File: src/rtl/sm4_round_key_store.sv
// SM4 key-schedule engine: expands a 128-bit master key into 32 round keys
// (one per cycle) and streams them forward or reversed over valid/ready.
module sm4_round_key_store (
  input  logic         clk,
  input  logic         rst_n,
  input  logic         key_load,
  input  logic [127:0] key_in,
  output logic         key_busy,
  output logic         key_ready,
  input  logic         stream_start,
  input  logic         stream_dec,
  output logic         rk_valid,
  input  logic         rk_ready,
  output logic [31:0]  rk_out,
  output logic [4:0]   rk_idx,
  output logic         rk_last
);

  typedef enum logic [1:0] {IDLE, EXPAND, READY, STREAM} state_t;

  localparam logic [31:0] FK0 = 32'hA3B1BAC6;
  localparam logic [31:0] FK1 = 32'h56AA3350;
  localparam logic [31:0] FK2 = 32'h677D9197;
  localparam logic [31:0] FK3 = 32'hB27022DC;

  // S-box entry 0 sits in the top byte, so entry a lives at byte (255 - a) = ~a.
  localparam logic [2047:0] SBOX_TBL = {
    128'hd690e9fecce13db716b614c228fb2c05, 128'h2b679a762abe04c3aa44132649860699,
    128'h9c4250f491ef987a33540b43edcfac62, 128'he4b31ca9c908e89580df94fa758f3fa6,
    128'h4707a7fcf37317ba83593c19e6854fa8, 128'h686b81b27164da8bf8eb0f4b70569d35,
    128'h1e240e5e6358d1a225227c3b01217887, 128'hd40046579fd327524c3602e7a0c4c89e,
    128'heabf8ad240c738b5a3f7f2cef96115a1, 128'he0ae5da49b341a55ad933230f58cb1e3,
    128'h1df6e22e8266ca60c02923ab0d534e6f, 128'hd5db3745defd8e2f03ff6a726d6c5b51,
    128'h8d1baf92bbddbc7f11d95c411f105ad8, 128'h0ac13188a5cd7bbd2d74d012b8e5b4b0,
    128'h8969974a0c96777e65b9f109c56ec684, 128'h18f07dec3adc4d2079ee5f3ed7cb3948
  };

  function automatic logic [7:0] sbox(input logic [7:0] a);
    return SBOX_TBL[{~a, 3'b000} +: 8];
  endfunction

  function automatic logic [31:0] ck_word(input logic [4:0] i);
    logic [7:0] base;
    ck_word = '0;
    for (int j = 0; j < 4; j++) begin
      base = {1'b0, i, 2'(j)};
      ck_word[31-8*j -: 8] = base * 8'd7;
    end
  endfunction

  function automatic logic [31:0] t_prime(input logic [31:0] x);
    logic [31:0] b;
    b = {sbox(x[31:24]), sbox(x[23:16]), sbox(x[15:8]), sbox(x[7:0])};
    return b ^ {b[18:0], b[31:19]} ^ {b[8:0], b[31:9]};
  endfunction

  state_t      state_q, state_d;
  logic [4:0]  cnt_q, cnt_d;
  logic        dec_q, dec_d;
  logic [31:0] k0_q, k1_q, k2_q, k3_q;
  logic [31:0] k0_d, k1_d, k2_d, k3_d;
  logic [31:0] store_q [32];
  logic        store_we;
  logic [31:0] rk_new;
  logic [4:0]  rd_idx;

  assign rk_new = k0_q ^ t_prime(k1_q ^ k2_q ^ k3_q ^ ck_word(cnt_q));

  // cnt_q is the expansion index in EXPAND and the handshake count in STREAM.
  always_comb begin
    state_d  = state_q;
    cnt_d    = cnt_q;
    dec_d    = dec_q;
    k0_d     = k0_q;
    k1_d     = k1_q;
    k2_d     = k2_q;
    k3_d     = k3_q;
    store_we = 1'b0;
    case (state_q)
      IDLE, READY: begin
        if (key_load) begin
          state_d = EXPAND;
          cnt_d   = 5'd0;
          k0_d    = key_in[127:96] ^ FK0;
          k1_d    = key_in[95:64]  ^ FK1;
          k2_d    = key_in[63:32]  ^ FK2;
          k3_d    = key_in[31:0]   ^ FK3;
        end else if (state_q == READY && stream_start) begin
          state_d = STREAM;
          cnt_d   = 5'd0;
          dec_d   = stream_dec;
        end
      end
      EXPAND: begin
        store_we = 1'b1;
        k0_d     = k1_q;
        k1_d     = k2_q;
        k2_d     = k3_q;
        k3_d     = rk_new;
        cnt_d    = cnt_q + 5'd1;
        if (cnt_q == 5'd31) state_d = READY;
      end
      STREAM: begin
        // A key transfers on any edge where rk_valid && rk_ready; rk_valid
        // stays high until the transfer of index 31 completes.
        if (rk_ready) begin
          cnt_d = cnt_q + 5'd1;
          if (cnt_q == 5'd31) state_d = READY;
        end
      end
      default: state_d = IDLE;
    endcase
  end

  always_ff @(posedge clk or negedge rst_n) begin
    if (!rst_n) begin
      state_q <= IDLE;
      cnt_q   <= 5'd0;
      dec_q   <= 1'b0;
      k0_q    <= 32'd0;
      k1_q    <= 32'd0;
      k2_q    <= 32'd0;
      k3_q    <= 32'd0;
    end else begin
      state_q <= state_d;
      cnt_q   <= cnt_d;
      dec_q   <= dec_d;
      k0_q    <= k0_d;
      k1_q    <= k1_d;
      k2_q    <= k2_d;
      k3_q    <= k3_d;
    end
  end

  // Contents are only meaningful while key_ready is high, so no reset.
  always_ff @(posedge clk) begin
    if (store_we) store_q[cnt_q] <= rk_new;
  end

  assign rd_idx    = dec_q ? ~cnt_q : cnt_q;
  assign key_busy  = (state_q == EXPAND);
  assign key_ready = (state_q == READY) || (state_q == STREAM);
  assign rk_valid  = (state_q == STREAM);
  assign rk_idx    = rk_valid ? cnt_q : 5'd0;
  assign rk_out    = rk_valid ? store_q[rd_idx] : 32'd0;
  assign rk_last   = rk_valid && (cnt_q == 5'd31);

endmodule
File: config.mk
export PLATFORM = sky130hd
export DESIGN_NAME = sm4_round_key_store
export DESIGN_NICKNAME = d
export VERILOG_FILES = /design/src/rtl/sm4_round_key_store.sv
export SDC_FILE = /design/constraint.sdc
export NUM_CORES = 2
export LEC_CHECK = 0
export BUFFER_PORTS_ARGS = -buffer_cell sky130_fd_sc_hd__buf_2
export CORE_MARGIN = 2
export CORE_UTILIZATION = 55
export DETAILED_ROUTE_END_ITERATION = 6
export GPL_TIMING_DRIVEN = 0
export MAX_ROUTING_LAYER = met4
export PLACE_DENSITY_LB_ADDON = 0.3
export SLEW_MARGIN = 10
export SYNTH_ARGS = -nofsm -noshare
export SYNTH_HDL_FRONTEND = slang
export SYNTH_SLANG_ARGS = --single-unit
File: constraint.sdc
create_clock -name clk -period 6.09 [get_ports clk]
set_input_delay 1.218 -clock clk [delete_from_list [all_inputs] [get_ports clk]]
set_output_delay 1.218 -clock clk [all_outputs]
set_load 0.1 [all_outputs]
==> flow_summary.toml, run 1 <==
[status]
status = "stopped before the end"
failing_step = "5_1_grt"
firstError = "[ERROR GRT-0116] Global routing finished with congestion. Check the congestion regions in the DRC Viewer."

[place]
place_ws_ns = -1.63
place_congestion = 1.14
dp.cells = 6527
post-dp-hpwl_um = 209000
placed_cell_area_sq_um = 65500
port_buffers = 174

[clock_tree]
clockBufferDepth = 3
postCtsHoldBufs = 0
cts-buffers-inserted = 102
root_buffer = "clkbuf_16"
cts_sinks = 1160
htree_levels = 3

[logic_synthesis]
avgSynthCellArea_sq_um = 12.7
yosys_register_bits = 1160
yosys.area.top_type = "edfxtp_1"
synthCells = 4799
syn-num-nets = 4991
synth.distinct_cells = 102
ys_seq_area_frac = 0.560
syn_area_sq_um = 61000
synth.area.top_cells = "edfxtp_1 50%, mux4_2 12%, dfrtp_1 5.6%, nand2_1 3.5%, o21ai_0 2.3%"
yosysMostFrequentCell = "edfxtp_1"
synth_top_cell_area_share = 0.504
synth_warnings = 0
synth_edf_count = 1024
ys_async_sr_fraction = 0.117
synth-main-ff-cell = "edfxtp_1"
synth_common_cells = "1024 x edfxtp_1, 570 x nand2_1, 359 x nor2_1"

[floorplanning]
start_util = 0.553
ios = 175
die_x_um = 337
fp.dieH_um = 337
rows = 122

[grt]
first_global_vias = 59600
grt.overflow.total = 65
grt_pass1_wl_um = 488000
grtUsageTotal = 0.652
grt_max_degree = 74
[layer usage]
metal,GRT overflow,global-route usage
met1,0,0.675
met2,23,0.820
met3,9,0.447
met4,33,0.574
met5,-,-
[kinds of logic after synthesis]
kind of cell | after synthesis | share of synthesized area
AOI/OAI and AO/OA | 1253 | 0.139
buffers and inverters | 466 | 0.0316
DFF | 1160 | 0.560
adders and majority gates | 59 | 0.0129
and+or+nand+nor | 1281 | 0.0903
xor gates and xnor gates | 210 | 0.0394
muxes | 370 | 0.127
[timing repair]
item | 4_1_cts
gates resized for setup | 267
cloned | 9
setup endpoints to repair | 1088
pin swaps | 14
buffers inserted | 31
[per-stage QoR]
| stage | TNS, ns | hold slack (ns) |
|---|---|---|
| 2_1_floorplan | 0 | 0.473 |
| 3_3_place_gp | -2311.01 | 0.506 |
| 3_5_place_dp | -1055.07 | 0.514 |
| 4_1_cts | 0 | 0.528 |
==> run 2, diff against run 1 <==
--- a/config.mk
+++ b/config.mk
@@ -7,11 +7,10 @@
 export LEC_CHECK = 0
 export BUFFER_PORTS_ARGS = -buffer_cell sky130_fd_sc_hd__buf_2
 export CORE_MARGIN = 2
-export CORE_UTILIZATION = 55
+export CORE_UTILIZATION = 40
 export DETAILED_ROUTE_END_ITERATION = 6
 export GPL_TIMING_DRIVEN = 0
-export MAX_ROUTING_LAYER = met4
-export PLACE_DENSITY_LB_ADDON = 0.3
+export PLACE_DENSITY_LB_ADDON = 0.15
 export SLEW_MARGIN = 10
 export SYNTH_ARGS = -nofsm -noshare
 export SYNTH_HDL_FRONTEND = slang
==> run 2 against run 1 <==
Net effect:
- the flow now finishes, with violations (setup timing)
- synthesized cell count is the same
- area after synthesis is the same
==> flow_summary.toml, run 2 <==
[status]
status = "finished, violations left"
violations = "setup timing"

[setup_path]
slowest_delay_ns = 0.70
crit_path_max_fanout = 16
worstSetupPathType = "flop to flop"
arrival_ns = 6.62
crit_chain = "xor3_1 -> inv_1 -> clkbuf_2 -> ha_1 -> clkbuf_1 -> inv_1 -> nand2_1 -> and3_1 -> o21ai_0 -> a311oi_1 -> nor4_4 -> buf_12 -> xnor2_1 -> xnor3_2 -> clkinvlp_4"
critPathLaunch = "k3_q[8]"
cp_slowest_cell = "xor3_1"
cp-start-kind = "flop"
r2r-start = "k3_q[8]"
path_common_cell = "inv_1"
endpoint_kind = "flop"
cp.required_ns = 6.43

[logic_synthesis]
synth_edf_count = 1024
synth_top_cell_area_share = 0.504
syn-num-nets = 4991
yosysMostFrequentCell = "edfxtp_1"
yosys_register_bits = 1160
syn_area_sq_um = 61000
ys_seq_area_frac = 0.560
synth_warnings = 0
avgSynthCellArea_sq_um = 12.7
synth.distinct_cells = 102
yosys.area.top_type = "edfxtp_1"
synth-main-ff-cell = "edfxtp_1"
synth_common_cells = "1024 x edfxtp_1, 570 x nand2_1, 359 x nor2_1"
synthCells = 4799
ys_async_sr_fraction = 0.117
synth.area.top_cells = "edfxtp_1 50%, mux4_2 12%, dfrtp_1 5.6%, nand2_1 3.5%, o21ai_0 2.3%"

[finish]
layout-drive-gt1-share = 0.237
regMostFlops = "store_q"
layout.nets = 5417
layout_commonest_cell = "edfxtp_1"
syn_to_final_growth_pct = 18.1
diodes = 0
largest_reg_flops = 1024
layout_common_cells = "1024 x edfxtp_1, 566 x nand2_1, 324 x mux4_2"

[flow_run]
drv_cap = 0

[grt]
first_global_vias = 49100
grtUsageTotal = 0.374
grt_pass1_wl_um = 407000
grt_antenna_before_repair = 4
grt_max_degree = 95
grt.overflow.total = 0

[clock_tree]
cts_tree = "yes"
postCtsHoldBufs = 0
htree_levels = 3
cts_sinks = 1160
clockBufferDepth = 3
worstSkewPairLatency_ns = 0.75
root_buffer = "clkbuf_16"
cts-buffers-inserted = 118
clk_pin_slew_worst_paths_ns = 0.06

[floorplanning]
dieArea_sq_um = 156000
rows = 143
ios = 175
start_util = 0.402
die_x_um = 395
coreArea_sq_um = 152000
fp.dieH_um = 395

[route]
first_pass_iters = 7
vias_per_cell = 6.90
wl_um = 297000
dr_total_vias = 50800
ant_nets = 0
drtIter0Drc = 7801
post_drt_wl_per_cell_um = 40.3
remaining_drc_errors = 0

[place]
port_buffers = 174
post-dp-hpwl_um = 214000
place_congestion = 1.01

[sta]
hold_violations = 0
slew_headroom = 0.0761
fmax_ghz = 0.159
clock-skew-final_ns = 0.0491
fin_crit_ns = 6.27
hold_ws_ns = 0.368
setup_viol_count_final = 230
worstMarginPinSlew_ns = 1.39
worst_slack_ns = -0.184
period_share = 1.03
maxSlewViolCount = 0

[worst_hold_path]
hold_class = "primary input to async pin"
run 2: cell counts after synthesis:
Identical to the previous run, type by type.
run 2: cells by family (layout without fill, tap and decap cells):
kind of cell / after synthesis / after routing / synth area share
simple gates: 1281 / 1282 / 0.0903
buf+inv: 466 / 993 / 0.0316
mux: 370 / 370 / 0.127
xor+xnor: 210 / 210 / 0.0394
fa+ha+maj: 59 / 59 / 0.0129
flops: 1160 / 1160 / 0.560
compound gates: 1253 / 1253 / 0.139
run 2: repair_timing:
action	4_1_cts	5_1_grt
pin swaps	12	5
buffers inserted	28	14
endpoints found under the setup margin	1088	929
gates cloned	9	0
gates resized for setup	263	93
run 2: cell type report:
class	count	area, sq um
multi-input combinational	3174	26200
clock inverter	85	1060
buffer	417	2030
clock buffer	137	3030
timing repair buffer	299	2800
sequential	1160	34200
fill	13700	79600
timing repair inverter	8	60.1
inverter	47	206
tap	2030	2540
run 2: per-layer routing:
metal  global-route usage  wire length, um  up-vias
met5                    0               15        -
met2                0.560           129000     4012
met3               0.0924            33100     1016
met4                0.201            21000        2
met1                0.503           114000    26000
li1                     -                -    19800
run 2: path summary, 6_finish.rpt:
check,end,slack (ns),cells past startpoint
max,store_q[6][26],-0.18,15
min,k0_q[3],0.37,1
max in group asynchronous,k0_q[27],4.85,2
min reg2reg,k0_q[23],0.53,2
min in group clk,k0_q[23],0.53,2
max reg2reg,store_q[6][26],-0.18,15
run 2: per-stage QoR:
| step | TNS, ns | instances | worst slack, ns | instance area, sq um | util |
|---|---|---|---|---|---|
| after floorplan | 0 | 4799 | 0.712 | 61000 | - |
| after global placement | -2862.36 | 7003 | -3.99 | 64400 | 0.425 |
| after detailed placement | -1336.79 | 7086 | -2.28 | 66400 | 0.438 |
| after CTS | -0.00476 | 7344 | -0.00107 | 71700 | 0.473 |
| after global routing | -0.219 | 7357 | -0.0119 | 72100 | 0.475 |
| final | -10.18 | 7357 | -0.184 | 72100 | 0.475 |
run 2: worst max-delay path, delay by kind of cell, from the launching register on:
family                   cells  cell delay, ns
AO/OA/AOI/OAI                2            0.66
XOR/XNOR                     3            1.40
adder cells (fa/ha/maj)      1            0.23
buffers and inverters        6            2.30
flip-flops                   1            0.44
AND/OR/NAND/NOR              3            0.76
Power of run 2 is left out: the tool's default activity adds up to more than one toggle a clock period on the data nets, which glitch-free logic cannot reach.
